===== src/rtl/lfsr_pkg.sv =====
// Shared types, default tap masks and the range-mask helper for the LFSR
// random source.
package lfsr_pkg;

  // Draw unit states: idle, stepping and checking candidates, result pulse.
  typedef enum logic [1:0] {
    IDLE = 2'd0,
    DRAW = 2'd1,
    DONE = 2'd2
  } draw_state_e;

  // Maximal-length Galois tap masks for a right-shifting register.
  localparam logic [7:0]  TAPS_8  = 8'hB8;         // x^8+x^6+x^5+x^4+1
  localparam logic [15:0] TAPS_16 = 16'hB400;      // x^16+x^14+x^13+x^11+1
  localparam logic [23:0] TAPS_24 = 24'hE10000;    // x^24+x^23+x^22+x^17+1
  localparam logic [31:0] TAPS_32 = 32'h80200003;  // x^32+x^22+x^2+x+1

  // Smallest 2^k-1 that covers bound-1, so a masked candidate lands in
  // [0, 2*bound) and is accepted with probability above one half.
  // A bound of 0 stands for 2^width and yields all ones in the low width bits.
  function automatic logic [31:0] range_mask(input logic [31:0] bound,
                                             input int unsigned width);
    logic [31:0] m;
    logic [31:0] mask;
    m    = bound - 32'd1;
    mask = '0;
    for (int i = 0; i < 32; i++) begin
      if (bound == 32'd0) mask[i] = (i < width);
      else                mask[i] = ((m >> i) != 32'd0);
    end
    return mask;
  endfunction

endpackage


===== src/rtl/lfsr_core.sv =====
// Galois LFSR state register: seed load has priority over stepping, and a
// zero seed is replaced by SEED so the all-zero lockup state is unreachable.
module lfsr_core #(
  parameter int unsigned      WIDTH = 16,
  parameter logic [WIDTH-1:0] TAPS  = 16'hB400,
  parameter logic [WIDTH-1:0] SEED  = 16'hACE1
) (
  input  logic             Clk,
  input  logic             Reset,
  input  logic             step,
  input  logic             seed_load,
  input  logic [WIDTH-1:0] seed_in,
  output logic [WIDTH-1:0] state,
  output logic [WIDTH-1:0] next_state
);

  logic [WIDTH-1:0] state_q;
  logic [WIDTH-1:0] state_d;

  // Compute the stepped value and choose between hold, load and step.
  always_comb begin
    next_state = {1'b0, state_q[WIDTH-1:1]} ^ (state_q[0] ? TAPS : '0);
    state_d    = state_q;
    if (seed_load)  state_d = (seed_in == '0) ? SEED : seed_in;
    else if (step)  state_d = next_state;
  end

  // State register, reset to the seed.
  // NOTE: clocked state uses non-blocking assignments so every flop samples
  // pre-edge values regardless of statement order.
  always_ff @(posedge Clk or posedge Reset) begin
    if (Reset) state_q <= SEED;
    else       state_q <= state_d;
  end

  assign state = state_q;

endmodule


===== src/rtl/lfsr_rng.sv =====
// LFSR random source with a request/valid draw unit that returns an unbiased
// value in [0, range_max) by rejection sampling, with a bounded fallback.
// Optional: define LFSR_REJECT_STATS_EN to add a saturating reject_count output.
module lfsr_rng
  import lfsr_pkg::*;
#(
  parameter int unsigned      WIDTH     = 16,
  parameter int unsigned      OUT_WIDTH = 8,
  parameter logic [WIDTH-1:0] TAPS      = TAPS_16,
  parameter logic [WIDTH-1:0] SEED      = 16'hACE1,
  parameter int unsigned      MAX_TRIES = 8
) (
  input  logic                 Clk,
  input  logic                 Reset,
  input  logic                 enable,
  input  logic                 seed_load,
  input  logic [WIDTH-1:0]     seed_in,
  input  logic                 req,
  input  logic [OUT_WIDTH-1:0] range_max,
  output logic                 busy,
  output logic                 valid,
  output logic [OUT_WIDTH-1:0] value,
  output logic [WIDTH-1:0]     random
`ifdef LFSR_REJECT_STATS_EN
  ,
  output logic [15:0]          reject_count
`endif
);

  localparam int unsigned TRY_W = (MAX_TRIES > 1) ? $clog2(MAX_TRIES) : 1;
  localparam logic [TRY_W-1:0] LAST_TRY = TRY_W'(MAX_TRIES - 1);

  draw_state_e          state_q, state_d;
  logic [OUT_WIDTH-1:0] bound_q, bound_d;
  logic [OUT_WIDTH-1:0] mask_q, mask_d;
  logic [TRY_W-1:0]     tries_q, tries_d;
  logic [OUT_WIDTH-1:0] value_q, value_d;
  logic                 valid_q, valid_d;
  logic                 busy_q, busy_d;

  logic                 step;
  logic [WIDTH-1:0]     next_state;
  logic [OUT_WIDTH-1:0] cand;
  logic                 accept;
  logic                 reject;

  assign step = (enable || state_q == DRAW) && !seed_load;

  lfsr_core #(
    .WIDTH (WIDTH),
    .TAPS  (TAPS),
    .SEED  (SEED)
  ) u_core (
    .Clk        (Clk),
    .Reset      (Reset),
    .step       (step),
    .seed_load  (seed_load),
    .seed_in    (seed_in),
    .state      (random),
    .next_state (next_state)
  );

  // Draw FSM next-state: latch the bound on accept, then test one candidate
  // per stepped cycle until accepted or the try budget forces a fallback.
  // NOTE: every variable gets a default at the top so no path infers a latch.
  always_comb begin
    state_d = state_q;
    bound_d = bound_q;
    mask_d  = mask_q;
    tries_d = tries_q;
    value_d = value_q;
    reject  = 1'b0;
    cand    = OUT_WIDTH'(next_state) & mask_q;
    accept  = (bound_q == '0) || (cand < bound_q);

    unique case (state_q)
      IDLE: begin
        if (req) begin
          bound_d = range_max;
          mask_d  = OUT_WIDTH'(range_mask(32'(range_max), OUT_WIDTH));
          tries_d = '0;
          state_d = DRAW;
        end
      end
      DRAW: begin
        // A seed load freezes the LFSR, so there is no fresh candidate.
        if (!seed_load) begin
          if (accept) begin
            value_d = cand;
            state_d = DONE;
          end else begin
            reject = 1'b1;
            if (tries_q == LAST_TRY) begin
              // Dropping the top mask bit guarantees a value below bound.
              value_d = cand & (mask_q >> 1);
              state_d = DONE;
            end else begin
              tries_d = TRY_W'(tries_q + 1'b1);
            end
          end
        end
      end
      DONE:    state_d = IDLE;
      default: state_d = IDLE;
    endcase

    valid_d = (state_d == DONE);
    busy_d  = (state_d != IDLE);
  end

  // Draw FSM registers; outputs are registered so req never reaches valid
  // combinationally.
  always_ff @(posedge Clk or posedge Reset) begin
    if (Reset) begin
      state_q <= IDLE;
      bound_q <= '0;
      mask_q  <= '0;
      tries_q <= '0;
      value_q <= '0;
      valid_q <= 1'b0;
      busy_q  <= 1'b0;
    end else begin
      state_q <= state_d;
      bound_q <= bound_d;
      mask_q  <= mask_d;
      tries_q <= tries_d;
      value_q <= value_d;
      valid_q <= valid_d;
      busy_q  <= busy_d;
    end
  end

  assign busy  = busy_q;
  assign valid = valid_q;
  assign value = value_q;

`ifdef LFSR_REJECT_STATS_EN
  logic [15:0] reject_count_q, reject_count_d;

  // Saturating count of rejected candidates, cleared only by reset.
  always_comb begin
    reject_count_d = reject_count_q;
    if (reject && reject_count_q != 16'hFFFF) reject_count_d = reject_count_q + 16'd1;
  end

  // Reject counter register.
  always_ff @(posedge Clk or posedge Reset) begin
    if (Reset) reject_count_q <= '0;
    else       reject_count_q <= reject_count_d;
  end

  assign reject_count = reject_count_q;
`endif

endmodule


===== config.mk =====
export PLATFORM = sky130hd
export DESIGN_NAME = lfsr_rng
export DESIGN_NICKNAME = d
export VERILOG_FILES = /design/src/rtl/lfsr_pkg.sv /design/src/rtl/lfsr_core.sv /design/src/rtl/lfsr_rng.sv
export SDC_FILE = /design/constraint.sdc
export NUM_CORES = 1
export LEC_CHECK = 0
export CORE_MARGIN = 3
export CORE_UTILIZATION = 35
export DETAILED_ROUTE_END_ITERATION = 10
export DONT_BUFFER_PORTS = 1
export GPL_ROUTABILITY_DRIVEN = 0
export HOLD_SLACK_MARGIN = 0.02
export PLACE_DENSITY_LB_ADDON = 0.1
export SLEW_MARGIN = 20
export SYNTH_ARGS = -nofsm -noshare
export SYNTH_HDL_FRONTEND = slang
export SYNTH_HIERARCHICAL = 1
export SYNTH_SLANG_ARGS = --single-unit

===== constraint.sdc =====
create_clock -name Clk -period 2.4 [get_ports Clk]
set_clock_uncertainty 0.1 [all_clocks]
set_input_delay 0.48 -clock Clk [delete_from_list [all_inputs] [get_ports Clk]]
set_output_delay 0.48 -clock Clk [all_outputs]
set_load 0.01 [all_outputs]

== Word-level counts from Yosys, hierarchy flattened ==
Index checks and enable logic that the tools add are counted.

* Logic and storage cells: 69
* Bits of input ports: 29
* Bits in registers: 47

* Equal/unequal tests: 7
* Add/sub/neg operators: 2
* Bitwise operators: 4
* $lt $le $gt $ge: 1
* Reduce and logical (&&, ||, !) cells: 23
* Mux-type cells: 24

{| class="wikitable"
|+ Operator list
! operator !! count
|-
| $reduce_bool A32 Y1 || 8
|-
| $mux W16 || 4
|-
| $logic_not A16 Y1 || 1
|-
| $logic_not A8 Y1 || 2
|-
| $mux W8 || 2
|-
| $xor A15 B16 Y16 || 1
|-
| $mux W3 || 4
|-
| $sub A8 B1 Y9 const B || 1
|-
| $and A8 B7 Y8 || 1
|-
| $and A8 B8 Y8 || 1
|-
| $lt A8 B8 Y1 || 1
|-
| $mux W1 || 8
|-
| $mux W2 || 4
|-
| $ne A2 B2 Y1 const B || 4
|-
| $reduce_bool A2 Y1 || 4
|-
| $pmux W3 S2 || 1
|-
| $reduce_and A5 Y1 || 1
|-
| $pmux W2 S2 || 1
|-
| $add A3 B1 Y3 const B || 1
|-
| $eq A3 B3 Y1 const B || 1
|-
| $reduce_and A3 Y1 || 1
|-
| $eq A2 B1 Y1 const B || 1
|-
| $eq A2 B2 Y1 const B || 1
|-
| $logic_not A2 Y1 || 1
|-
| other kinds (5) || 6
|}

== Longest topological paths before layout ==
* Depth in word-level cells: 9
* Gate-level depth with buffers: 7
* Depth with buffers taken out: 7

== Hierarchy ==
The synthesis kept the hierarchy.

{| class="wikitable"
|+ By module, submodules not included
! module !! cells an instance !! area each (um^2) !! times used !! sequential area each (um^2)
|-
| lfsr_rng || 186 || 1,759.2 || 1 || 775.7
|-
| lfsr_core || 83 || 907.1 || 1 || 410.4
|}

== Least setup slack after synthesis ==
OpenSTA, ideal clock, no wires.

* Path type: register to register
* From: reg u_core.state_q[4], in the netlist u_core/state[4]
* To: reg value_q[1], in the netlist value[1]
* Stages on the path, launching flop included: 8
* Period minus slack after synthesis: 2,159 ps
* Path buffers: 0
* Required time: 2,178 ps
* Arrival: 1,937 ps
* Path slack: 241 ps
* Path through: dfrtp_1 > and2_1 > ha_1 > and4b_1 > o21ai_0 > o311a_1 > o21ai_4 > a32o_1

* Word-level cells in the longest chain between the ends: 6
* Elaborated cells between the ends (all ways): 7
* Classes of those cells: 1 x order compare; 1 x mux; 2 x bitwise; 3 x reduce/logical

{| class="wikitable"
|+ RTL lines
! item !! RTL line !! text
|-
| from (decl) || lfsr_core.sv:17 || <nowiki>logic [WIDTH-1:0] state_q;</nowiki>
|-
| from (signal assigned) || lfsr_core.sv:33 || <nowiki>else state_q <= state_d;</nowiki>
|-
| $xor A15 B16 Y16 (*) || lfsr_core.sv:22 || <nowiki>next_state = {1'b0, state_q[WIDTH-1:1]} ^ (state_q[0] ? TAPS : '0);</nowiki>
|-
| $and A8 B8 Y8 (*) || lfsr_rng.sv:73 || <nowiki>cand = OUT_WIDTH'(next_state) & mask_q;</nowiki>
|-
| $lt A8 B8 Y1 (*) || lfsr_rng.sv:74 || <nowiki>accept = (bound_q == '0) || (cand < bound_q);</nowiki>
|-
| $logic_or A1 B1 Y1 (*) || lfsr_rng.sv:74 ||
|-
| $reduce_bool A2 Y1 (no line) || -- ||
|-
| $reduce_and A3 Y1 (no line) || -- ||
|-
| to (signal assigned) || lfsr_rng.sv:127 || <nowiki>value_q <= value_d;</nowiki>
|-
| to (decl) || lfsr_rng.sv:37 || <nowiki>logic [OUT_WIDTH-1:0] value_q, value_d;</nowiki>
|}

Every way passes the cells marked *; elsewhere a longest branch is shown, timed or not.
A chain may end at the register's enable or synchronous reset.

== Final worst setup path ==
* From: reg u_core.state_q[4], in the netlist u_core/state[4]
* To: reg value_q[0], in the netlist value[0]

The elaborated chain is that of the path after synthesis.

==> results.json <==
{
  "die_h_um": 93.28,
  "p_int_mw": 1.831,
  "peakVddDrop_mv": 0.2576,
  "critical_path_class": "reg -> reg",
  "grt_usage_pct": 15.38,
  "rr_endpoint": "value[0]",
  "hold_class": "in -> async",
  "wire_per_inst_um": 17.22,
  "die_area_um2": 8701,
  "synth.distinct_cells": 45,
  "p_sw_mw": 1.170,
  "drv_slew": 0,
  "critPathLaunch": "u_core/state[4]",
  "syn_nets": 308,
  "critPathMaxFanout": 6,
  "clock_latency_ns": 0.30,
  "min_period_ns": 2.247,
  "port_buffers": 0,
  "place_area_um2": 2755,
  "clkSinkCount": 47,
  "core_um2": 7331,
  "outcome": "finished, final reports clean",
  "register_area_um2": 1186,
  "multi_input_area_um2": 1275,
  "cts_tree": "yes",
  "antenna_cells": 0,
  "firstDrtPassIters": 4,
  "drv_cap": 0,
  "grt_max_degree": 32,
  "clk_pin_slew_ns": 0.09,
  "hold_viol": 0,
  "fillCellCount": 735,
  "syn_to_final_growth_pct": 6.898,
  "wirelength_mm": 6.372,
  "p_comb_share_pct": 41.6,
  "clk_path_buf_depth": 2,
  "cts-root-buf": "clkbuf_8",
  "cp.arrival_ns": 2.39,
  "route.vias.total": 1885,
  "setup_viol": 0,
  "finalCritPeriodShare_pct": 93.64,
  "drive_gt1_share_pct": 15.87,
  "overflow": 0,
  "grt_first_pass_wirelength_mm": 10.38,
  "first_global_vias": 1933,
  "yosysWarnings": 6,
  "cp-end-kind": "flop",
  "netlist_instances": 269,
  "cts-htree-levels": 2,
  "reg2reg_from": "u_core/state[4]",
  "reg2reg_setup_slack_ns": 0.15,
  "rr_worst_depth": 9,
  "switching_share_pct": 38.99,
  "worst_slew_margin_rel_pct": 57.33,
  "row_count": 31,
  "fin_nets": 309,
  "rsz0062_at_grt": "no",
  "io_pins": 55,
  "design_area_um2": 2850,
  "ant_nets": 0,
  "avgViaCountPerCell": 5.095,
  "dp_hpwl_mm": 4.983,
  "critPathLaunchType": "flop",
  "fmax_mhz": 444.9,
  "ys_seq_elements": 47,
  "crit_required_ns": 2.55,
  "drtIter0Drc": 62,
  "tightest_slew_ns": 0.6394,
  "syn_area_per_cell_um2": 9.912,
  "tns_ns": 0,
  "drc": 0,
  "syn_area_um2": 2666,
  "numCtsBuffers": 5,
  "start_util_pct": 36.37,
  "ys_seq_area_share_pct": 44.49,
  "setup_ws_ns": 0.1525,
  "cellLeakagePower_nw": 1.259,
  "grt_antenna_before_repair": 0,
  "p_clk_share_pct": 15.4,
  "dp_cells": 361,
  "dp_slack_ns": 0.09441,
  "instances_no_fill": 370,
  "powerDensity_nw_per_um2": 1053,
  "crit_path_end": "value[0]",
  "p_seq_share_pct": 43.0,
  "die_w_um": 93.28
}
## power by group through the flow
stage / Sequential, mW / Clock [mW] / Combinational [mW]
2_1_floorplan: 1.24 / 0 / 0.970
3_3_place_gp: 1.31 / 0 / 1.21
3_5_place_dp: 1.31 / 0 / 1.21
4_1_cts: 1.30 / 0.488 / 1.21
5_1_grt: 1.32 / 0.519 / 1.41
6_report: 1.29 / 0.462 / 1.25
## kinds of logic after synthesis
| family | count (synthesis) | share of synthesized area (%) |
|---|---|---|
| and+or+nand+nor | 78 | 15.34 |
| AOI/OAI and AO/OA | 68 | 17.83 |
| DFF | 47 | 44.49 |
| buffers and inverters | 39 | 7.884 |
| muxes | 19 | 7.133 |
| adders and majority gates | 10 | 4.693 |
| xor gates and xnor gates | 8 | 2.628 |
## worst max-delay path, cell delays in order, from the launching register on
cell and delay [ns]:
dfrtp_1 0.47, and2_1 0.21, ha_1 0.29, and4b_1 0.20, o21ai_0 0.22, buf_4 0.17, o311ai_4 0.13, buf_4 0.18
a21oi_1 0.14, a21o_1 0.10
## synthesized netlist by cell type, drive strengths merged
| cell | number | area share (%) |
|---|---|---|
| inv | 18 | 2.5 |
| clkbuf | 5 | 0.70 |
| nor3b | 2 | 0.75 |
| o311ai | 1 | 0.99 |
| or2 | 1 | 0.23 |
| o21bai | 1 | 0.28 |
| xor2 | 4 | 1.3 |
| buf | 16 | 4.6 |
| a32oi | 1 | 0.33 |
| and4 | 1 | 0.33 |
| or4 | 3 | 1.3 |
| a31oi | 4 | 0.94 |
| o31ai | 1 | 0.28 |
| o21ai | 20 | 4.2 |
| nor2 | 16 | 2.5 |
| o21a | 1 | 0.28 |
| nand4 | 2 | 0.47 |
| nor4 | 7 | 1.9 |
| o31a | 1 | 0.33 |
| a21o | 2 | 0.56 |
| a21oi | 18 | 3.4 |
| a211oi | 1 | 0.28 |
| a32o | 6 | 2.3 |
| and2 | 7 | 1.6 |
| ha | 10 | 4.7 |
| and4b | 1 | 0.38 |
| a21bo | 1 | 0.38 |
| a2bb2oi | 8 | 2.6 |
| dfrtp | 39 | 37 |
| mux2i | 19 | 7.1 |
| or3 | 1 | 0.23 |
| nor3 | 1 | 0.19 |
| nand2 | 32 | 4.5 |
| o311a | 1 | 0.38 |
| nand3 | 4 | 0.94 |
| dfstp | 8 | 7.9 |
| xnor2 | 4 | 1.3 |
| a41o | 1 | 0.38 |
## through the flow
step	hold WS, ns	util, %	total power [mW]
after floorplan	0.2880	-	2.206
after global placement	0.3752	37.58	2.513
after detailed placement	0.3815	37.58	2.521
after CTS	0.05199	38.69	2.999
after global routing	0.07387	38.88	3.257
final	0.04356	38.88	3.001
## layout make-up
cell class	count	share of cell area, %
tap	99	4.346
clock inverter	1	0.1756
timing repair buffer	15	4.083
inverter	18	2.371
sequential	47	41.62
clock buffer	7	2.678
multi-input combinational	183	44.73
## cells in the final DEF (no fill, tap or decap), types with 5 or more instances in the layout
cell type	synthesis	final
a21oi_1	18	18
o21ai_0	19	18
nor2_1	15	14
ha_1	10	10
mux2i_1	19	19
and2_1	7	7
inv_1	17	17
dfrtp_1	39	39
nand2_1	32	32
a2bb2oi_1	8	8
nor4_1	6	6
buf_4	15	14
dfstp_2	8	8
a32o_1	6	6
clkbuf_8	0	5
## per-layer routing
metal  vias up  GRT usage [%]  share of wire, %
met5         -              0                 0
met4         0          3.663              0.91
met3         5          3.459               4.9
met2        42          24.12                47
met1       886          21.57                48
li1        952              -                 -
## state kept, by name (all words and copies together) (netlist names)
signal	flops
mask_q	8
value	8
bound_q	8
state_q	2
busy	1
valid	1
u_core/state	16
tries_q	3
## what timing repair did
action,in CTS,in global routing
resized for setup,0,3
setup buffers,0,1
endpoints found under the setup margin,0,4
hold buffers,0,0
endpoints found under the hold margin,0,0
## how the worst min path moves through the flow
stage               depth (start not counted)                to
finish                                      1   u_core/state[3]
global placement                            1        tries_q[0]
floorplan                                   1  u_core/state[12]
global route                                1   u_core/state[3]
detailed placement                          2             valid
CTS                                         2          value[3]
(Power assumes the default switching activity.)
